$ cat config.mk
export PLATFORM = sky130hd
export DESIGN_NAME = dma_rd_arbiter
export DESIGN_NICKNAME = d
export VERILOG_FILES = /design/src/rtl/dma_rd_arbiter.sv
export SDC_FILE = /design/constraint.sdc
export NUM_CORES = 1
export LEC_CHECK = 0
export ABC_AREA = 1
export BUFFER_PORTS_ARGS = -buffer_cell sky130_fd_sc_hd__buf_2
export CAP_MARGIN = 10
export CORE_MARGIN = 1.5
export CORE_UTILIZATION = 38
export CTS_BUF_LIST = sky130_fd_sc_hd__clkbuf_4 sky130_fd_sc_hd__clkbuf_8
export CTS_CLUSTER_SIZE = 30
export DETAILED_ROUTE_END_ITERATION = 12
export GPL_TIMING_DRIVEN = 0
export PLACE_DENSITY = 0.79
export SETUP_SLACK_MARGIN = 0.05
export SLEW_MARGIN = 10
export SYNTH_ARGS = -nofsm -noshare
export SYNTH_HDL_FRONTEND = slang
export SYNTH_SLANG_ARGS = --single-unit
$ cat constraint.sdc
create_clock -name clk -period 2.2 [get_ports clk]
set_input_delay 0.11 -clock clk [delete_from_list [all_inputs] [get_ports clk]]
set_output_delay 0.11 -clock clk [all_outputs]
set_load 0.005 [all_outputs]
$ cat src/rtl/dma_rd_arbiter.sv
// Two-requester burst-read arbiter onto one Avalon-MM read port.
// Tags each accepted burst so return beats route back to their owner.
module dma_rd_arbiter #(
    parameter int TAG_DEPTH = 4
) (
    input  logic        clk,
    input  logic        reset,

    input  logic        desc_read_i,
    input  logic [31:0] desc_addr_i,
    input  logic [3:0]  desc_bcount_i,
    output logic        desc_waitrequest_o,
    output logic [31:0] desc_rddata_o,
    output logic        desc_readdatavalid_o,

    input  logic        data_read_i,
    input  logic [31:0] data_addr_i,
    input  logic [3:0]  data_bcount_i,
    output logic        data_waitrequest_o,
    output logic [31:0] data_rddata_o,
    output logic        data_readdatavalid_o,

    output logic        mem_read_o,
    output logic [31:0] mem_addr_o,
    output logic [3:0]  mem_bcount_o,
    input  logic        mem_waitrequest_i,
    input  logic [31:0] mem_rddata_i,
    input  logic        mem_readdatavalid_i,

    output logic        busy_o,
    output logic        error_o
);

    localparam int AW = (TAG_DEPTH > 1) ? $clog2(TAG_DEPTH) : 1;

    localparam logic [1:0] IDLE     = 2'd0;
    localparam logic [1:0] GNT_DESC = 2'd1;
    localparam logic [1:0] GNT_DATA = 2'd2;

    localparam logic OWN_DESC = 1'b0;
    localparam logic OWN_DATA = 1'b1;

    localparam logic [AW-1:0] PTR_ONE  = 1;
    localparam logic [AW:0]   CNT_ONE  = 1;
    localparam logic [AW:0]   CNT_FULL = TAG_DEPTH[AW:0];

    logic [1:0]    state_q, state_d;
    logic          last_q, last_d;
    logic [AW-1:0] wr_q, wr_d;
    logic [AW-1:0] rd_q, rd_d;
    logic [AW:0]   cnt_q, cnt_d;
    logic [3:0]    beat_q, beat_d;
    logic          err_q, err_d;

    logic          tag_own_q [TAG_DEPTH];
    logic [3:0]    tag_len_q [TAG_DEPTH];

    logic          full;
    logic          empty;
    logic          accept;
    logic          push;
    logic          pop;
    logic          beat_ok;
    logic          head_own;
    logic [3:0]    acc_len;
    logic [3:0]    beat_inc;

    assign full     = (cnt_q == CNT_FULL);
    assign empty    = (cnt_q == '0);
    assign head_own = tag_own_q[rd_q];
    assign beat_inc = beat_q + 4'd1;

    assign accept = !reset && (state_q != IDLE) && !mem_waitrequest_i;
    assign push   = accept;

    // A zero burst count still returns one beat
    assign acc_len = (mem_bcount_o == 4'd0) ? 4'd1 : mem_bcount_o;

    assign beat_ok = !reset && mem_readdatavalid_i && !empty;
    assign pop     = beat_ok && (beat_inc == tag_len_q[rd_q]);

    always_comb begin
        mem_read_o   = 1'b0;
        mem_addr_o   = '0;
        mem_bcount_o = '0;
        case (state_q)
            GNT_DESC: begin
                mem_read_o   = !reset;
                mem_addr_o   = desc_addr_i;
                mem_bcount_o = desc_bcount_i;
            end
            GNT_DATA: begin
                mem_read_o   = !reset;
                mem_addr_o   = data_addr_i;
                mem_bcount_o = data_bcount_i;
            end
            default: begin
                mem_read_o   = 1'b0;
            end
        endcase
    end

    assign desc_waitrequest_o = !(accept && (state_q == GNT_DESC));
    assign data_waitrequest_o = !(accept && (state_q == GNT_DATA));

    assign desc_rddata_o = mem_rddata_i;
    assign data_rddata_o = mem_rddata_i;

    assign desc_readdatavalid_o = beat_ok && (head_own == OWN_DESC);
    assign data_readdatavalid_o = beat_ok && (head_own == OWN_DATA);

    assign busy_o  = (state_q != IDLE) || !empty;
    assign error_o = err_q;

    // Ties go to whichever requester did not win last time
    always_comb begin
        state_d = state_q;
        last_d  = last_q;
        case (state_q)
            IDLE: begin
                if (!full) begin
                    if (desc_read_i &&
                        (!data_read_i || last_q == OWN_DATA)) begin
                        state_d = GNT_DESC;
                        last_d  = OWN_DESC;
                    end else if (data_read_i) begin
                        state_d = GNT_DATA;
                        last_d  = OWN_DATA;
                    end
                end
            end
            GNT_DESC, GNT_DATA: begin
                if (!mem_waitrequest_i) begin
                    state_d = IDLE;
                end
            end
            default: begin
                state_d = IDLE;
            end
        endcase
    end

    always_comb begin
        wr_d   = wr_q;
        rd_d   = rd_q;
        cnt_d  = cnt_q;
        beat_d = beat_q;
        err_d  = err_q;
        if (push) begin
            wr_d = wr_q + PTR_ONE;
        end
        if (pop) begin
            rd_d = rd_q + PTR_ONE;
        end
        if (push && !pop) begin
            cnt_d = cnt_q + CNT_ONE;
        end else if (pop && !push) begin
            cnt_d = cnt_q - CNT_ONE;
        end
        if (beat_ok) begin
            beat_d = pop ? 4'd0 : beat_inc;
        end
        if (mem_readdatavalid_i && empty) begin
            err_d = 1'b1;
        end
    end

    always_ff @(posedge clk) begin
        if (reset) begin
            state_q <= IDLE;
            last_q  <= OWN_DATA;
            wr_q    <= '0;
            rd_q    <= '0;
            cnt_q   <= '0;
            beat_q  <= '0;
            err_q   <= 1'b0;
        end else begin
            state_q <= state_d;
            last_q  <= last_d;
            wr_q    <= wr_d;
            rd_q    <= rd_d;
            cnt_q   <= cnt_d;
            beat_q  <= beat_d;
            err_q   <= err_d;
        end
    end

    // Tag storage needs no reset; occupancy alone says what is valid
    always_ff @(posedge clk) begin
        if (push) begin
            tag_own_q[wr_q] <= (state_q == GNT_DATA) ? OWN_DATA : OWN_DESC;
            tag_len_q[wr_q] <= acc_len;
        end
    end

endmodule

# Word level (Yosys, flattened, before mapping)
# Memory sizes are Yosys's and may differ from the RTL's. A register that Yosys moved wholly into a read port is not among the register bits.
# Cells that the tools add are included.
# op_classes
add_sub_neg	5
n_bitwise	2
eq_ne	7
n_mux	21
reduce_logical	32
# ops
op	n
$pmux 32 s2	1
$mux 2	8
$logic_and 1x1->1	13
$logic_not 1->1	8
$mux 4	2
$pmux 4 s2	1
$mux 1	6
$mux 3	2
$reduce_and 3->1	2
$reduce_bool 2->1	3
$add 2x1->2 const B	2
$add 4x1->4 const B	1
$eq 4x4->1	1
$logic_not 4->1	1
$ne 2x2->1 const B	2
$pmux 2 s2	1
$add 3x1->3 const B	1
$eq 3x3->1 const B	1
$logic_not 3->1	1
$ne 3x3->1 const B	1
$sub 3x1->3 const B	1
$eq 2x1->1 const B	1
$eq 2x2->1 const B	1
$logic_not 2->1	1
other kinds (3)	5
# word_totals
out_inout_bits	107
register_bits	15
word_cells	76
n_memories	2
inputBits	110
mem_bits_rw	20
# mem_list
name	words	width	rd	rd_clocked_by_memory_dff	wr	line	text
tag_len_q	4	4	1	1	1	56	logic [3:0] tag_len_q [TAG_DEPTH];
tag_own_q	4	1	1	1	1	55	logic tag_own_q [TAG_DEPTH];

# Longest topological paths before layout
# logic_depth
depth_word	7
ltp_mapped	18
depth_no_buf	17

# Worst setup path after synthesis
# No wires, ideal clock.
# synth_path
path_kind	reg2reg
start	register beat_q[0]
end	register cnt_q[1]
stages_incl_launch_ff	13
t_required_ns	2.084
t_arrival_ns	2.056
setup_ns	0.116
slack_ns	0.028
synth_period_minus_slack_ns	2.172
n_path_buf	0
path_cell_list	dfxtp_1 > ha_1 > xor2_1 > nand3_1 > nand2_1 > nand2_1 > nor2_4 > nand2_2 > ha_1 > inv_1 > fa_1 > o21ai_0 > nor2_1
# synth_between
elab_chain_cells	6
elab_cells_between_ends	8
classes_between	1 x add/sub; 1 x eq/ne; 1 x mux; 5 x reduce/logical
# synth_lines
element	line	text
start: declaration	52	logic [3:0] beat_q, beat_d;
start signal: assignment	183	beat_q <= beat_d;
$add 4x1->4	71	assign beat_inc = beat_q + 4'd1;
$eq 4x4->1	80	assign pop = beat_ok && (beat_inc == tag_len_q[rd_q]);
$logic_and 1x1->1	80	
$logic_not 1->1	155	if (push && !pop) begin
$logic_and 1x1->1	155	
$mux 3	155	
named net cnt_d[1]	51	logic [AW:0] cnt_q, cnt_d;
end signal: assignment	182	cnt_q <= cnt_d;
end: declaration	51	
# The timed path passes the listed nets, and every way through them passes these cells.
# A chain may end at the register's enable or synchronous reset.

==> metrics.txt <==
status=completed; largest net degree at the start of global routing=14; CTS tree=done; residual DRC count=0; post-synthesis sequential area ratio=32.4%; Post-CTS Hold Buffers=0; setup slack, reg-to-reg=30 ps; starting DRC count in detailed routing=152; Cell Rows=31; max-cap viol count=0; number of synthesized register bits=37; Routed WL per cell=11.3 um; warnings from Yosys=0; Worst path max stage delay=360 ps; CP Max Fanout=4; largest cells by area after synthesis=edfxtp_1 21%, nand2_1 18%, buf_4 17%; Startpoint Class=register; gpl congestion=0.795; remaining antenna violation count=0; GRT overflow=0; clock root cell=clkbuf_8; Worst slew margin=67.8%; Critical Path AT=2350 ps; crit path max-delay cell type=dfxtp_2; Die H=90.4 um; DRT Pass-1 Iters=4; total negative setup slack=0 ps; Worst VDD drop=0.217 mV; Post-Syn Nets=537; Bufs on Longest Clock Path=2; DIE WIDTH=90.4 um; Vias/cell=4.51; vias in the first global route=3,058; highest clock rate=460 MHz; CTS clk-pin slew, worst paths=80 ps; critical path class=register to register; GR Util All Layers=18.6%; depth of the most critical reg-to-reg path=18; first-pass GRT wire length=12.8 mm; FF-to-FF End=cnt_q[2]$_SDFFE_PP0P_; Synth Cell Area=2910 sq um; fin nets=730; clk sinks=37; most used cell, CP=nand2_1; Area Overhead vs Synth=45.3%; Worst Tran Pin Value=479 ps; min Tclk post-route=2170 ps; routed vias=3,201; WL final=8.05 mm; leakage=0.00215 uW; Final Max Tran Viols=0; clock skew=9.86 ps; Synth cell types=27; share of layout cells above drive strength 1=50.2%; Reg area=951 sq um; dominant cell type by area after synthesis=edfxtp_1; final-layout fill cell count=660; Yosys top cell area share=20.7%; worst path cell trace=inv_2 > buf_6 > nand2_1 > nand2_1 > nand2_1 > nand2_1 > nand2_1 > nand2_1 > nand2_2 > nor2_4 > nand2_2 > ha_4 > inv_2 > fa_2 > a21oi_1 > o21ai_1 > o21ai_1 > a21oi_1; latest clock arrival within the worst-skew pair=290 ps; Post-Synthesis Cells=417; Worst Hold Class=input pin to register; PortBufs=183; Worst EP required=2380 ps; Mapped Avg Cell Area=6.97 sq um; core area=7330 sq um; Pwr Density=485 nW/um^2; final core occ=57.6%; multi-input logic area=1370 sq um; period utilisation layout=98.7%; Final Hold Fails=0; io pins=217; Num CTS Buffers=5; RSZ-0062 raised after global routing=yes; dpl hpwl=6.49 mm; type of destination of the critical path=register; initial antenna violation count=0; H-tree Lvls=2; Initial Utilization=39.6%; die area=8180 sq um; final setup violation count=0; CP Capture Point=cnt_q[2]$_SDFFE_PP0P_; antenna cells=0
-- power breakdown --
group / internal [uW] / total [uW] / switching, uW
Clock: 339 / 596 / 257
Sequential: 759 / 778 / 18.9
Combinational: 315 / 672 / 357
Total: 1410 / 2050 / 633
-- synth_stat cells --
| cell | number |
|---|---|
| a211o_1 | 1 |
| a21oi_1 | 51 |
| a22o_1 | 1 |
| a32oi_1 | 1 |
| buf_1 | 5 |
| buf_2 | 2 |
| buf_4 | 66 |
| buf_6 | 1 |
| clkbuf_1 | 7 |
| dfxtp_1 | 17 |
| edfxtp_1 | 20 |
| fa_1 | 1 |
| ha_1 | 9 |
| inv_1 | 31 |
| inv_2 | 3 |
| nand2_1 | 142 |
| nand2_2 | 4 |
| nand3_1 | 16 |
| nand3_2 | 6 |
| nand4_1 | 2 |
| nor2_1 | 17 |
| nor2_4 | 1 |
| o21ai_0 | 9 |
| o21ai_1 | 1 |
| o31ai_1 | 1 |
| xnor2_1 | 1 |
| xor2_1 | 1 |
-- registers in the layout, summed over array words and instances (netlist names), named ones only --
name	flops
error_o	1
tag_len_q	16
wr_q	2
cnt_q	3
beat_q	4
tag_own_q	4
state_q	2
last_q	1
rd_q	2
-- through the flow --
| stage | cells | total power (uW) | worst slack [ps] | hold WS (ps) | area [sq um] |
|---|---|---|---|---|---|
| 2_1_floorplan | 417 | 1180 | 66.9 | 253 | 2920 |
| 3_3_place_gp | 699 | 1420 | -91.1 | 374 | 3960 |
| 3_5_place_dp | 699 | 1430 | -127 | 386 | 3960 |
| 4_1_cts | 707 | 2030 | 7.79 | 85.4 | 4110 |
| 5_1_grt | 710 | 2150 | -136 | 126 | 4220 |
| 6_report | 710 | 2050 | 27.7 | 92.2 | 4220 |
-- routing by layer --
layer / wire length, um / up-vias / track usage (%)
met5: 0 / - / 0
met3: 456 / 17 / 3.96
li1: - / 1651 / -
met4: 176 / 0 / 6.75
met1: 3020 / 1416 / 19.2
met2: 4390 / 117 / 36.4
-- final cells by class --
type                       instances  share of cell area (%)
clock inverter                     3                    1.10
multi-input combinational        265                    32.5
clock buffer                       5                    1.63
timing repair buffer             188                    22.7
buffer                            79                    13.6
sequential                        37                    22.5
inverter                          34                    3.08
tap                               99                    2.94
-- worst max-delay path: cells and delay by family (launching register included) --
family | cells | cell delay (ps)
and+or+nand+nor | 9 | 570
adders and majority gates | 2 | 470
AOI/OAI and AO/OA | 4 | 450
DFF | 1 | 360
buffers and inverters | 3 | 220
-- kinds of logic after synthesis --
logic type,synth area share (%)
DFF,32.4
adders and majority gates,4.57
buffers and inverters,23.7
and+or+nand+nor,27.0
AOI/OAI and AO/OA,11.7
xor gates and xnor gates,0.603
-- worst min path at each step --
stage | start | to | slack [ps] | cells after the start
finish | mem_readdatavalid_i | error_o$_SDFFE_PP0P_ | 90 | 3
global route | mem_readdatavalid_i | error_o$_SDFFE_PP0P_ | 130 | 3
CTS | mem_readdatavalid_i | error_o$_SDFFE_PP0P_ | 90 | 3
detailed placement | mem_rddata_i[13] | data_rddata_o[13] | 390 | 2
global placement | mem_readdatavalid_i | error_o$_SDFFE_PP0P_ | 370 | 3
floorplan | mem_readdatavalid_i | error_o$_SDFFE_PP0P_ | 250 | 2
-- placed cells by master (no fill, tap or decap), types with 6 or more instances in the layout --
cell type | synthesis | routed
nand3_1 | 16 | 15
ha_1 | 9 | 6
edfxtp_1 | 20 | 20
nand2_2 | 4 | 10
inv_1 | 31 | 29
a21oi_1 | 51 | 50
nand3_2 | 6 | 6
buf_4 | 66 | 69
nand2_1 | 142 | 135
o21ai_0 | 9 | 6
buf_2 | 2 | 186
nor2_1 | 17 | 17
dfxtp_1 | 17 | 13
-- timing repair --
item / CTS / global route
setup buffers: 0 / 4
resized for setup: 18 / 25
pin swaps: 0 / 5
cloned: 0 / 1
setup endpoints to repair: 32 / 37
Note: power is estimated with default switching activity, not from simulation.
